--- config.mk ---
export PLATFORM = sky130hd
export DESIGN_NAME = l2_feeder
export DESIGN_NICKNAME = d
export VERILOG_FILES = /design/src/rtl/l2_feeder.sv
export SDC_FILE = /design/constraint.sdc
export NUM_CORES = 1
export LEC_CHECK = 0
export ABC_AREA = 1
export BUFFER_PORTS_ARGS = -buffer_cell sky130_fd_sc_hd__buf_2
export CAP_MARGIN = 40
export CELL_PAD_IN_SITES_DETAIL_PLACEMENT = 0
export CELL_PAD_IN_SITES_GLOBAL_PLACEMENT = 1
export CORE_UTILIZATION = 40
export CTS_CLUSTER_DIAMETER = 30
export DETAILED_ROUTE_END_ITERATION = 12
export PLACE_DENSITY = 0.9
export SLEW_MARGIN = 25
export SYNTH_ARGS = -nofsm -noshare
export SYNTH_HDL_FRONTEND = slang
export SYNTH_SLANG_ARGS = --single-unit
--- constraint.sdc ---
create_clock -name clk -period 4.2 [get_ports clk]
set_input_delay 0.21 -clock clk [delete_from_list [all_inputs] [get_ports clk]]
set_output_delay 0.21 -clock clk [all_outputs]
set_load 0.03 [all_outputs]
--- src/rtl/l2_feeder.sv ---
// Layer-2 feeder: walks the layer-1 feature RAM and streams TAPS data pairs per output pixel.
// Optional build macro L2_FEED_PAD_EN zero-pads reads at or beyond SRC_LEN.
module l2_feeder #(
    parameter int TAPS    = 10,
    parameter int NUM_PIX = 120,
    parameter int STRIDE  = 1,
    parameter int SRC_AW  = 8,
    parameter int SRC_LEN = 129
) (
    input  logic                clk,
    input  logic                rst_n,
    input  logic                go,
    input  logic                tx_done,
    input  logic                bsy_in,
    output logic [SRC_AW-1:0]   src_addr,
    output logic                src_rd,
    input  logic signed [17:0]  src_din_0,
    input  logic signed [17:0]  src_din_1,
    output logic                strt,
    output logic signed [17:0]  din_0,
    output logic signed [17:0]  din_1,
    output logic                done
);
    // state  | meaning
    // IDLE   | waiting for go
    // PRIME  | issue tap 0 read once the consumer is free
    // STRT   | strt pulse, tap 1 read
    // STREAM | remaining tap reads, din follows one cycle behind
    // WAIT   | hold off until the consumer drains
    // DONE   | frame complete, done held high

    localparam int TW = $clog2(TAPS + 2);
    localparam int PW = $clog2(NUM_PIX + 1);

`ifdef L2_FEED_PAD_EN
    localparam bit PAD_ON = 1'b1;
`else
    localparam bit PAD_ON = 1'b0;
`endif

    typedef enum logic [2:0] {
        S_IDLE, S_PRIME, S_STRT, S_STREAM, S_WAIT, S_DONE
    } state_t;

    state_t            state, state_nxt;
    logic [TW-1:0]     tap_cnt, tap_nxt;
    logic [PW-1:0]     pix_cnt, pix_nxt;
    logic [SRC_AW-1:0] base, base_nxt;
    logic [SRC_AW-1:0] rd_addr;
    logic              issue;
    logic              in_range;
    logic              rd_q;

    assign rd_addr  = base + SRC_AW'(tap_cnt);
    assign in_range = !PAD_ON || (32'(rd_addr) < 32'(SRC_LEN));

    assign strt     = (state == S_STRT);
    assign done     = (state == S_DONE);
    assign src_rd   = issue && in_range;
    assign src_addr = issue ? rd_addr : '0;

    always_comb begin
        state_nxt = state;
        tap_nxt   = tap_cnt;
        pix_nxt   = pix_cnt;
        base_nxt  = base;
        issue     = 1'b0;
        case (state)
            S_IDLE, S_DONE: begin
                if (go) begin
                    pix_nxt   = '0;
                    base_nxt  = '0;
                    tap_nxt   = '0;
                    state_nxt = S_PRIME;
                end
            end
            S_PRIME: begin
                if (!bsy_in) begin
                    issue     = 1'b1;
                    tap_nxt   = TW'(1);
                    state_nxt = S_STRT;
                end
            end
            S_STRT: begin
                issue     = 1'b1;
                tap_nxt   = tap_cnt + TW'(1);
                state_nxt = S_STREAM;
            end
            S_STREAM: begin
                if (tap_cnt < TW'(TAPS)) begin
                    issue   = 1'b1;
                    tap_nxt = tap_cnt + TW'(1);
                end else begin
                    state_nxt = S_WAIT;
                end
            end
            S_WAIT: begin
                // First WAIT cycle still shows the last tap; busy is only trusted from the next one.
                if (tap_cnt == TW'(TAPS)) begin
                    tap_nxt = TW'(TAPS + 1);
                end else if (!bsy_in) begin
                    if (pix_cnt == PW'(NUM_PIX - 1)) begin
                        state_nxt = S_DONE;
                    end else begin
                        pix_nxt   = pix_cnt + PW'(1);
                        base_nxt  = base + SRC_AW'(STRIDE);
                        tap_nxt   = '0;
                        state_nxt = S_PRIME;
                    end
                end
            end
            default: state_nxt = S_IDLE;
        endcase
    end

    always_ff @(posedge clk or negedge rst_n) begin
        if (!rst_n) begin
            state   <= S_IDLE;
            tap_cnt <= '0;
            pix_cnt <= '0;
            base    <= '0;
            rd_q    <= 1'b0;
            din_0   <= '0;
            din_1   <= '0;
        end else if (tx_done) begin
            state   <= S_IDLE;
            tap_cnt <= '0;
            pix_cnt <= '0;
            base    <= '0;
            rd_q    <= 1'b0;
            din_0   <= '0;
            din_1   <= '0;
        end else begin
            state   <= state_nxt;
            tap_cnt <= tap_nxt;
            pix_cnt <= pix_nxt;
            base    <= base_nxt;
            rd_q    <= src_rd;
            // Zero whenever no read landed, so the consumer can accumulate idle cycles freely.
            din_0   <= rd_q ? src_din_0 : '0;
            din_1   <= rd_q ? src_din_1 : '0;
        end
    end

endmodule
# Yosys cells after proc, flatten, opt, wreduce, memory -nomap -nowiden
# Cells that the tools add are included.
[word_totals]
in_bits = 41
register_bits = 59
wordCells = 72
output_inout_bits = 47
[op_classes]
add_sub_neg = 4
n_mux = 37
eq_ne = 16
n_lt_le_gt_ge = 1
reduce_logical = 7
[op_table]
columns = ["operator", "n"]
rows = [
  ["$mux 18", 4],
  ["$mux 8", 6],
  ["$mux 7", 5],
  ["$mux 4", 7],
  ["$mux 3", 7],
  ["$ne 3x3->1 const B", 7],
  ["$pmux 4 s5", 1],
  ["$pmux 8 s2", 1],
  ["$pmux 3 s5", 1],
  ["$pmux 7 s2", 1],
  ["$reduce_and 5->1", 2],
  ["$add 8x1->8 const B", 1],
  ["$add 8x4->8", 1],
  ["$ne 4x4->1 const B", 2],
  ["$add 7x1->7 const B", 1],
  ["$eq 7x7->1 const B", 1],
  ["$eq 3x2->1 const B", 2],
  ["$eq 3x3->1 const B", 2],
  ["$reduce_and 6->1", 1],
  ["$reduce_bool 6->1", 1],
  ["$add 4x1->4 const B", 1],
  ["$eq 4x4->1 const B", 1],
  ["$lt 4x4->1 const B", 1],
  ["$eq 3x1->1 const B", 1],
  ["other kinds (5)", 7],
]

# Depth between registers and ports, before layout
# Gate-level depths: netlist of the first run.
[depth]
depth_word = 6
mapped_depth = 11

# Least setup slack after synthesis of the first run
# OpenSTA, ideal clock, no wires.
[synth_timing]
kind = "register to output"
startpoint = "register state[2]"
endpoint = "output port src_addr[7]"
path_buffers = 0
path_stages_with_launch = 8
arrival_time_ns = 2.069
slack_ns = 1.921
cell_sequence = "dfrtp_1 -> inv_2 -> nand2_1 -> nor2_1 -> nor3_4 -> inv_1 -> nand2_1 -> nor2_1"
[synth_between]
elab_chain_len = 3
[synth_rtl]
columns = ["element", "line_no", "text"]
rows = [
  ["from (decl)", "45", "state_t state, state_nxt;"],
  ["from (signal assigned)", "134", "state <= state_nxt;"],
  ["$eq 3x2->1", "--", ""],
  ["net strt", "19", "output logic strt,"],
  ["$pmux 1 s3", "68", "case (state)"],
  ["net src_rd", "16", "output logic src_rd,"],
  ["$mux 8", "60", "assign src_addr = issue ? rd_addr : '0;"],
  ["to (decl)", "15", "output logic [SRC_AW-1:0] src_addr,"],
]
# The timed path passes the listed nets, and every way through them passes these cells.

# Worst setup path after layout of the first run
[layout_timing]
startpoint = "register tap_cnt[0]"
endpoint = "output port src_addr[6]"
[layout_between]
elab_chain_len = 4
[layout_rtl]
columns = ["element", "line_no", "text"]
rows = [
  ["from (decl)", "46", "logic [TW-1:0] tap_cnt, tap_nxt;"],
  ["from (signal assigned)", "135", "tap_cnt <= tap_nxt;"],
  ["$lt 4x4->1", "90", "if (tap_cnt < TW'(TAPS)) begin"],
  ["$mux 1", "90", ""],
  ["$pmux 1 s3", "68", ""],
  ["$mux 8 *", "60", ""],
]
# Mark *: on every way between the ends. The rest lies on a longest branch, timed or not.

==> flow_summary.json, run 1 <==
{
  "tightest_slew_ns": 0.727,
  "synth_area_um2": 2990,
  "drive_gt1_share_pct": 26.7,
  "start_util_pct": 41.3,
  "row_count": 31,
  "setup_viol": 0,
  "synth.area.mux_share_pct": 0,
  "dr.pass1.iters": 4,
  "critPathLaunchType": "flip-flop",
  "die_h_um": 88.5,
  "slew_headroom_pct": 51.6,
  "period_minus_slack_ns": 2.35,
  "tns_ns": 0,
  "cp_common_cell": "nand2_1",
  "totalWireLength_mm": 6.55,
  "place.gp.congestion": 0.841,
  "leakagePower_nw": 2.13,
  "numCtsBuffers": 9,
  "seq_area_frac_synth_pct": 49.3,
  "grtUsageTotal_pct": 18.3,
  "end_kind": "primary output",
  "grt_overflow": 0,
  "drtAntennaViolNets": 0,
  "seqPwrFrac_pct": 40.0,
  "clock-sinks": 59,
  "clk_pin_slew_ns": 0.08,
  "drtIter0Drc": 68,
  "clk-insertion-delay-late_ns": 0.34,
  "async_reset_ff_share_pct": 100,
  "status": "finished clean",
  "grt_pass1_wl_mm": 10.9,
  "syn_inst": 373,
  "synth_compound_area_share_pct": 3.22,
  "io_pins": 88,
  "min_path_type": "in -> async",
  "port_buffers": 87,
  "grt_max_degree": 60,
  "rsz0062_at_grt": "false",
  "dpl_worst_slack_ns": 2.23,
  "insertedDiodeCount": 0,
  "path_class": "reg -> out",
  "crit_family": "adder cells",
  "cp_num_buf_inv": 1,
  "synthSimpleGateAreaFrac_pct": 34.1,
  "syn-num-nets": 423,
  "cp_cell_sequence": "ha_1 > fa_1 > nand3_1 > nand2_1 > nand2_1 > nor2_1 > nor3_1 > buf_2",
  "ctsRootBufferMaster": "clkbuf_8",
  "yosysMostFrequentCell": "nand2_1",
  "clock_skew_ns": 0.0102,
  "syn_avg_cell_area_um2": 8.03,
  "synth_top_family_by_area": "simple AND/OR/NAND/NOR gates",
  "dieArea_um2": 7830,
  "p_int_mw": 1.04,
  "critPathArrivalTime_ns": 2.14,
  "required_ns": 3.99,
  "core_area_um2": 7250,
  "cts_tree": "done",
  "synth_seq_cells": 59,
  "slowest_stage": "dfrtp_1",
  "antenna_found_initial": 0,
  "clk_path_buf_depth": 2,
  "dp_hpwl_mm": 4.77,
  "grt_pass1_vias": 2473,
  "synth_warnings": 0,
  "cts_max_level": 3,
  "synth_top_area_cell": "dfrtp_1",
  "via_per_inst": 4.62,
  "area_growth_pct": 24.9,
  "power_switching_uw": 611,
  "crit_fanout": 6,
  "maxSlewViolCount": 0,
  "synth_edf_count": 0,
  "p_clk_share_pct": 32.8,
  "synth-main-ff-cell": "dfrtp_1",
  "p_per_area_nw_per_um2": 442,
  "drc": 0,
  "p_comb_share_pct": 27.1,
  "synthXorXnorAreaFrac_pct": 2.93,
  "avgRoutedWirePerCell_um": 11.6,
  "synth_cell_types": 29,
  "postCtsResizedCells": 0,
  "ys_top_cells_by_count": "nand2_1 (116), nor2_1 (60), dfrtp_1 (59)",
  "period_share_pct": 55.9,
  "synthAdderAreaFrac_pct": 4.01,
  "cpPeakStageDelay_ns": 0.45,
  "synth_area_leaders": "dfrtp_1 (49%), nand2_1 (15%), nor2_1 (7.5%)",
  "synth_top_area_share_pct": 49.3,
  "fmax_mhz": 426,
  "final_hold_viol_count": 0,
  "setup_ws_ns": 1.85,
  "ctsHoldBuffers": 0,
  "vias": 2607,
  "ir_drop_uv": 277,
  "nets": 510,
  "switching_share_pct": 36.9,
  "die_w_um": 88.5,
  "drv_cap": 0,
  "postCtsSetupBuffers": 0
}
[power by group through the flow]
stage          combinational [mW]  clock [mW]  sequential, mW
2_1_floorplan               0.288           0           0.711
3_3_place_gp                0.416           0           0.689
3_5_place_dp                0.455           0           0.673
4_1_cts                     0.455       0.554           0.663
5_1_grt                     0.498       0.579           0.671
6_report                    0.449       0.543           0.662
[placed cells by master (no fill, tap or decap), drive strengths merged]
cell type  count
clkinvlp       2
nand4          3
xnor2          3
clkbuf        10
or2            3
nand3         33
xor2           7
inv           32
nor2          64
bufinv         1
a21oi         11
buf           90
clkinv         1
a31oi          1
nand2        121
o21ai          7
ha             8
nor3b          1
dfrtp         59
fa             1
nor3           7
[worst register-to-register path, stage by stage, from the launching register on]
cell	delay, ns
dfrtp_1	0.44
inv_1	0.09
ha_1	0.19
nand3_1	0.11
nand2_1	0.08
nand2_2	0.09
nand2_4	0.07
nor2_8	0.26
inv_4	0.12
nand2_1	0.09
nand2_1	0.05
[registers in the layout, indices dropped and copies added, names as in the netlist]
register and count:
base 8, din_0 18, din_1 18, pix_cnt 7, rd_q 1, state 3, tap_cnt 4
[cell type report]
class	instances	area [um^2]
Fill cell	684	3510
Sequential cell	59	1480
Multi-Input combinational cell	270	1330
Timing Repair Buffer	90	490
Clock buffer	10	138
Tap cell	99	124
Inverter	30	115
Clock inverter	6	71.3
[layer usage]
| layer | share of wire, % | up-vias | track usage, % |
|---|---|---|---|
| met2 | 46 | 82 | 29.7 |
| met3 | 9.1 | 8 | 6.44 |
| met1 | 43 | 1182 | 21.8 |
| met5 | 0 | - | 0 |
| li1 | - | 1335 | - |
| met4 | 1.8 | 0 | 8.80 |
[stage by stage]
step           area (um^2)  hold slack [ns]  cells  utilization, %  total power [mW]
2_1_floorplan         2990          -0.0856    373               -             0.999
3_3_place_gp          3480            0.398    546            48.0              1.10
3_5_place_dp          3530            0.410    548            48.7              1.13
4_1_cts               3740           0.0362    564            51.6              1.67
5_1_grt               3740           0.0715    564            51.6              1.75
6_report              3740           0.0147    564            51.6              1.65
[final timing paths]
kind                                              from                  end  slack, ns  cells past startpoint
worst min register to register     base[7]$_DFFE_PN0P_  base[7]$_DFFE_PN0P_       0.51                      2
worst min-delay path                             rst_n   din_0[2]$_DFF_PN0_       0.01                      2
worst max register to register  tap_cnt[0]$_DFFE_PN0P_  base[4]$_DFFE_PN0P_       2.49                     10
worst max-delay path            tap_cnt[0]$_DFFE_PN0P_          src_addr[6]       1.85                      8
max in group asynchronous                        rst_n  base[2]$_DFFE_PN0P_       3.71                      2
min in group clk                          src_din_1[8]   din_1[8]$_DFF_PN0_       0.07                      3
[cells by family after synthesis]
kind of cell,Yosys count
xor gates and xnor gates,10
buffers and inverters,44
AOI/OAI and AO/OA,19
adders and majority gates,9
DFF,59
and+or+nand+nor,232
No activity file was read; power rests on OpenSTA's default activity.
==> run 2, diff against run 1 <==
--- a/config.mk
+++ b/config.mk
@@ -10,10 +10,10 @@
 export CAP_MARGIN = 40
 export CELL_PAD_IN_SITES_DETAIL_PLACEMENT = 0
 export CELL_PAD_IN_SITES_GLOBAL_PLACEMENT = 1
-export CORE_UTILIZATION = 40
+export CORE_UTILIZATION = 34
 export CTS_CLUSTER_DIAMETER = 30
 export DETAILED_ROUTE_END_ITERATION = 12
-export PLACE_DENSITY = 0.9
+export PLACE_DENSITY = 0.82
 export SLEW_MARGIN = 25
 export SYNTH_ARGS = -nofsm -noshare
 export SYNTH_HDL_FRONTEND = slang
==> constraint.sdc (replaced) <==
create_clock -name clk -period 1.9 [get_ports clk]
set_input_delay 0.095 -clock clk [delete_from_list [all_inputs] [get_ports clk]]
set_output_delay 0.095 -clock clk [all_outputs]
set_load 0.03 [all_outputs]
==> flow_summary.json, run 2 (synthesis results as in run 1) <==
{
  "min_path_type": "in -> reg",
  "grt_pass1_wl_mm": 13.1,
  "die_w_um": 95.8,
  "start_util_pct": 35.7,
  "path_class": "reg -> out",
  "slew_headroom_pct": 67.8,
  "fmax_mhz": 491,
  "slowest_stage": "dfrtp_1",
  "final_hold_viol_count": 0,
  "core_area_um2": 8380,
  "setup_ws_ns": -0.138,
  "dr.pass1.iters": 4,
  "leakagePower_nw": 2.34,
  "crit_fanout": 2,
  "end_kind": "primary output",
  "cts_tree": "done",
  "insertedDiodeCount": 0,
  "grtUsageTotal_pct": 19.1,
  "cpPeakStageDelay_ns": 0.41,
  "final_core_util_pct": 51.7,
  "period_minus_slack_ns": 2.04,
  "nets": 563,
  "totalWireLength_mm": 8.04,
  "critPathLaunchType": "flip-flop",
  "critPathArrivalTime_ns": 1.94,
  "row_count": 33,
  "setup_viol": 4,
  "ctsRootBufferMaster": "clkbuf_8",
  "clock_skew_ns": 0.00474,
  "dpl_worst_slack_ns": 0.114,
  "via_per_inst": 4.62,
  "vias": 2875,
  "maxSlewViolCount": 0,
  "clock-sinks": 59,
  "drtIter0Drc": 154,
  "port_buffers": 87,
  "drv_cap": 0,
  "clk_path_buf_depth": 2,
  "drtAntennaViolNets": 0,
  "drive_gt1_share_pct": 32.7,
  "grt_overflow": 0,
  "layout_common_cells": "nand2_1 (112), buf_2 (80), nor2_1 (55)",
  "required_ns": 1.80,
  "die_h_um": 95.8,
  "reg_top3": "din_0 (18), din_1 (18), base (8)",
  "dieArea_um2": 9190,
  "grt_max_degree": 42,
  "p_per_area_nw_per_um2": 860,
  "dp_hpwl_mm": 5.21,
  "tightest_slew_ns": 0.484,
  "rsz0062_at_grt": "true",
  "cp_cell_sequence": "ha_4 > fa_2 > buf_4 > or2_4 > nand3_2 > inv_1 > buf_6",
  "cts_max_level": 3,
  "period_share_pct": 107,
  "status": "finished with violations",
  "post-place-cells": 558,
  "io_pins": 88,
  "numCtsBuffers": 9,
  "failed_checks": "negative setup slack",
  "grt_pass1_vias": 2907,
  "clk_pin_slew_ns": 0.07,
  "fill_cells": 766,
  "place.gp.congestion": 0.854,
  "avgRoutedWirePerCell_um": 12.9,
  "tns_ns": -0.356,
  "ir_drop_uv": 715,
  "antenna_found_initial": 0,
  "area_growth_pct": 44.6,
  "clk-insertion-delay-late_ns": 0.33,
  "whs_ns": 0.0448,
  "instances_no_fill": 622,
  "layout_commonest_cell": "nand2_1",
  "drc": 0
}
[run 2: changes by cell type in the layout (fill, tap and decap cells not counted), moves of 4 or more]
cell	delta
buf_2	-7
dfrtp_2	+7
dfrtp_1	-7
dlygate4sd3_1	+36
nand2_1	-4
buf_4	+23
nand2_2	+4
nor2_1	-5
[run 2: report_power, final]
part	internal (mW)	switching, mW
Clock	0.534	0.497
Combinational	0.450	0.816
Sequential	1.36	0.0674
[run 2: layout make-up]
type                    instances  area, um^2  area share (%)
clock buffers                  11         151            3.50
clock inverters                 4        26.3           0.607
inverters                      30         115            2.66
multi-input cells             270        1440            33.2
flip-flops and latches         59        1490            34.3
well taps                     105         131            3.03
repair buffers                143         983            22.7
[run 2: what timing repair did]
action | 4_1_cts | 5_1_grt
hold endpoints to repair | 53 | 0
setup endpoints to repair | 9 | 9
resized for setup | 24 | 17
setup buffers | 4 | 9
pin swaps | 4 | 8
hold buffers | 36 | 0
[run 2: path summary, 6_finish.rpt]
kind                                   startpoint                  end  slack (ns)  cells after the start
hold reg to reg               base[7]$_DFFE_PN0P_  base[7]$_DFFE_PN0P_        0.51                      2
max in group asynchronous                   rst_n   din_1[2]$_DFF_PN0_        1.06                      3
setup / recovery           tap_cnt[0]$_DFFE_PN0P_          src_addr[2]       -0.14                      7
min in group asynchronous                   rst_n  din_0[12]$_DFF_PN0_        0.25                      2
setup reg to reg           tap_cnt[0]$_DFFE_PN0P_  base[2]$_DFFE_PN0P_        0.20                     11
hold / removal                      src_din_0[17]  din_0[17]$_DFF_PN0_        0.04                      3
[run 2: per-stage QoR]
| stage | instance area, um^2 | power (mW) |
|---|---|---|
| finish | 4330 | 3.73 |
| global route | 4330 | 3.94 |
| CTS | 4210 | 3.65 |
| detailed placement | 3560 | 2.53 |
| global placement | 3560 | 2.51 |
| floorplan | 3010 | 2.22 |
[run 2: routing by layer]
layer  wire (um)  part of all wire [%]  vias to the layer above  global-route usage [%]
met5           0                     0                        -                       0
met4         175                   2.2                        0                    8.58
met3         677                   8.4                       15                    6.95
met2        3720                    46                       98                    31.5
met1        3470                    43                     1320                    22.1
li1            -                     -                     1442                       -
[run 2: worst max-delay path: cells and delay by family, from the launching register on]
kind / cells / cell delay [ns]
fa+ha+maj: 2 / 0.59
flops: 1 / 0.41
buf+inv: 3 / 0.32
simple gates: 2 / 0.29
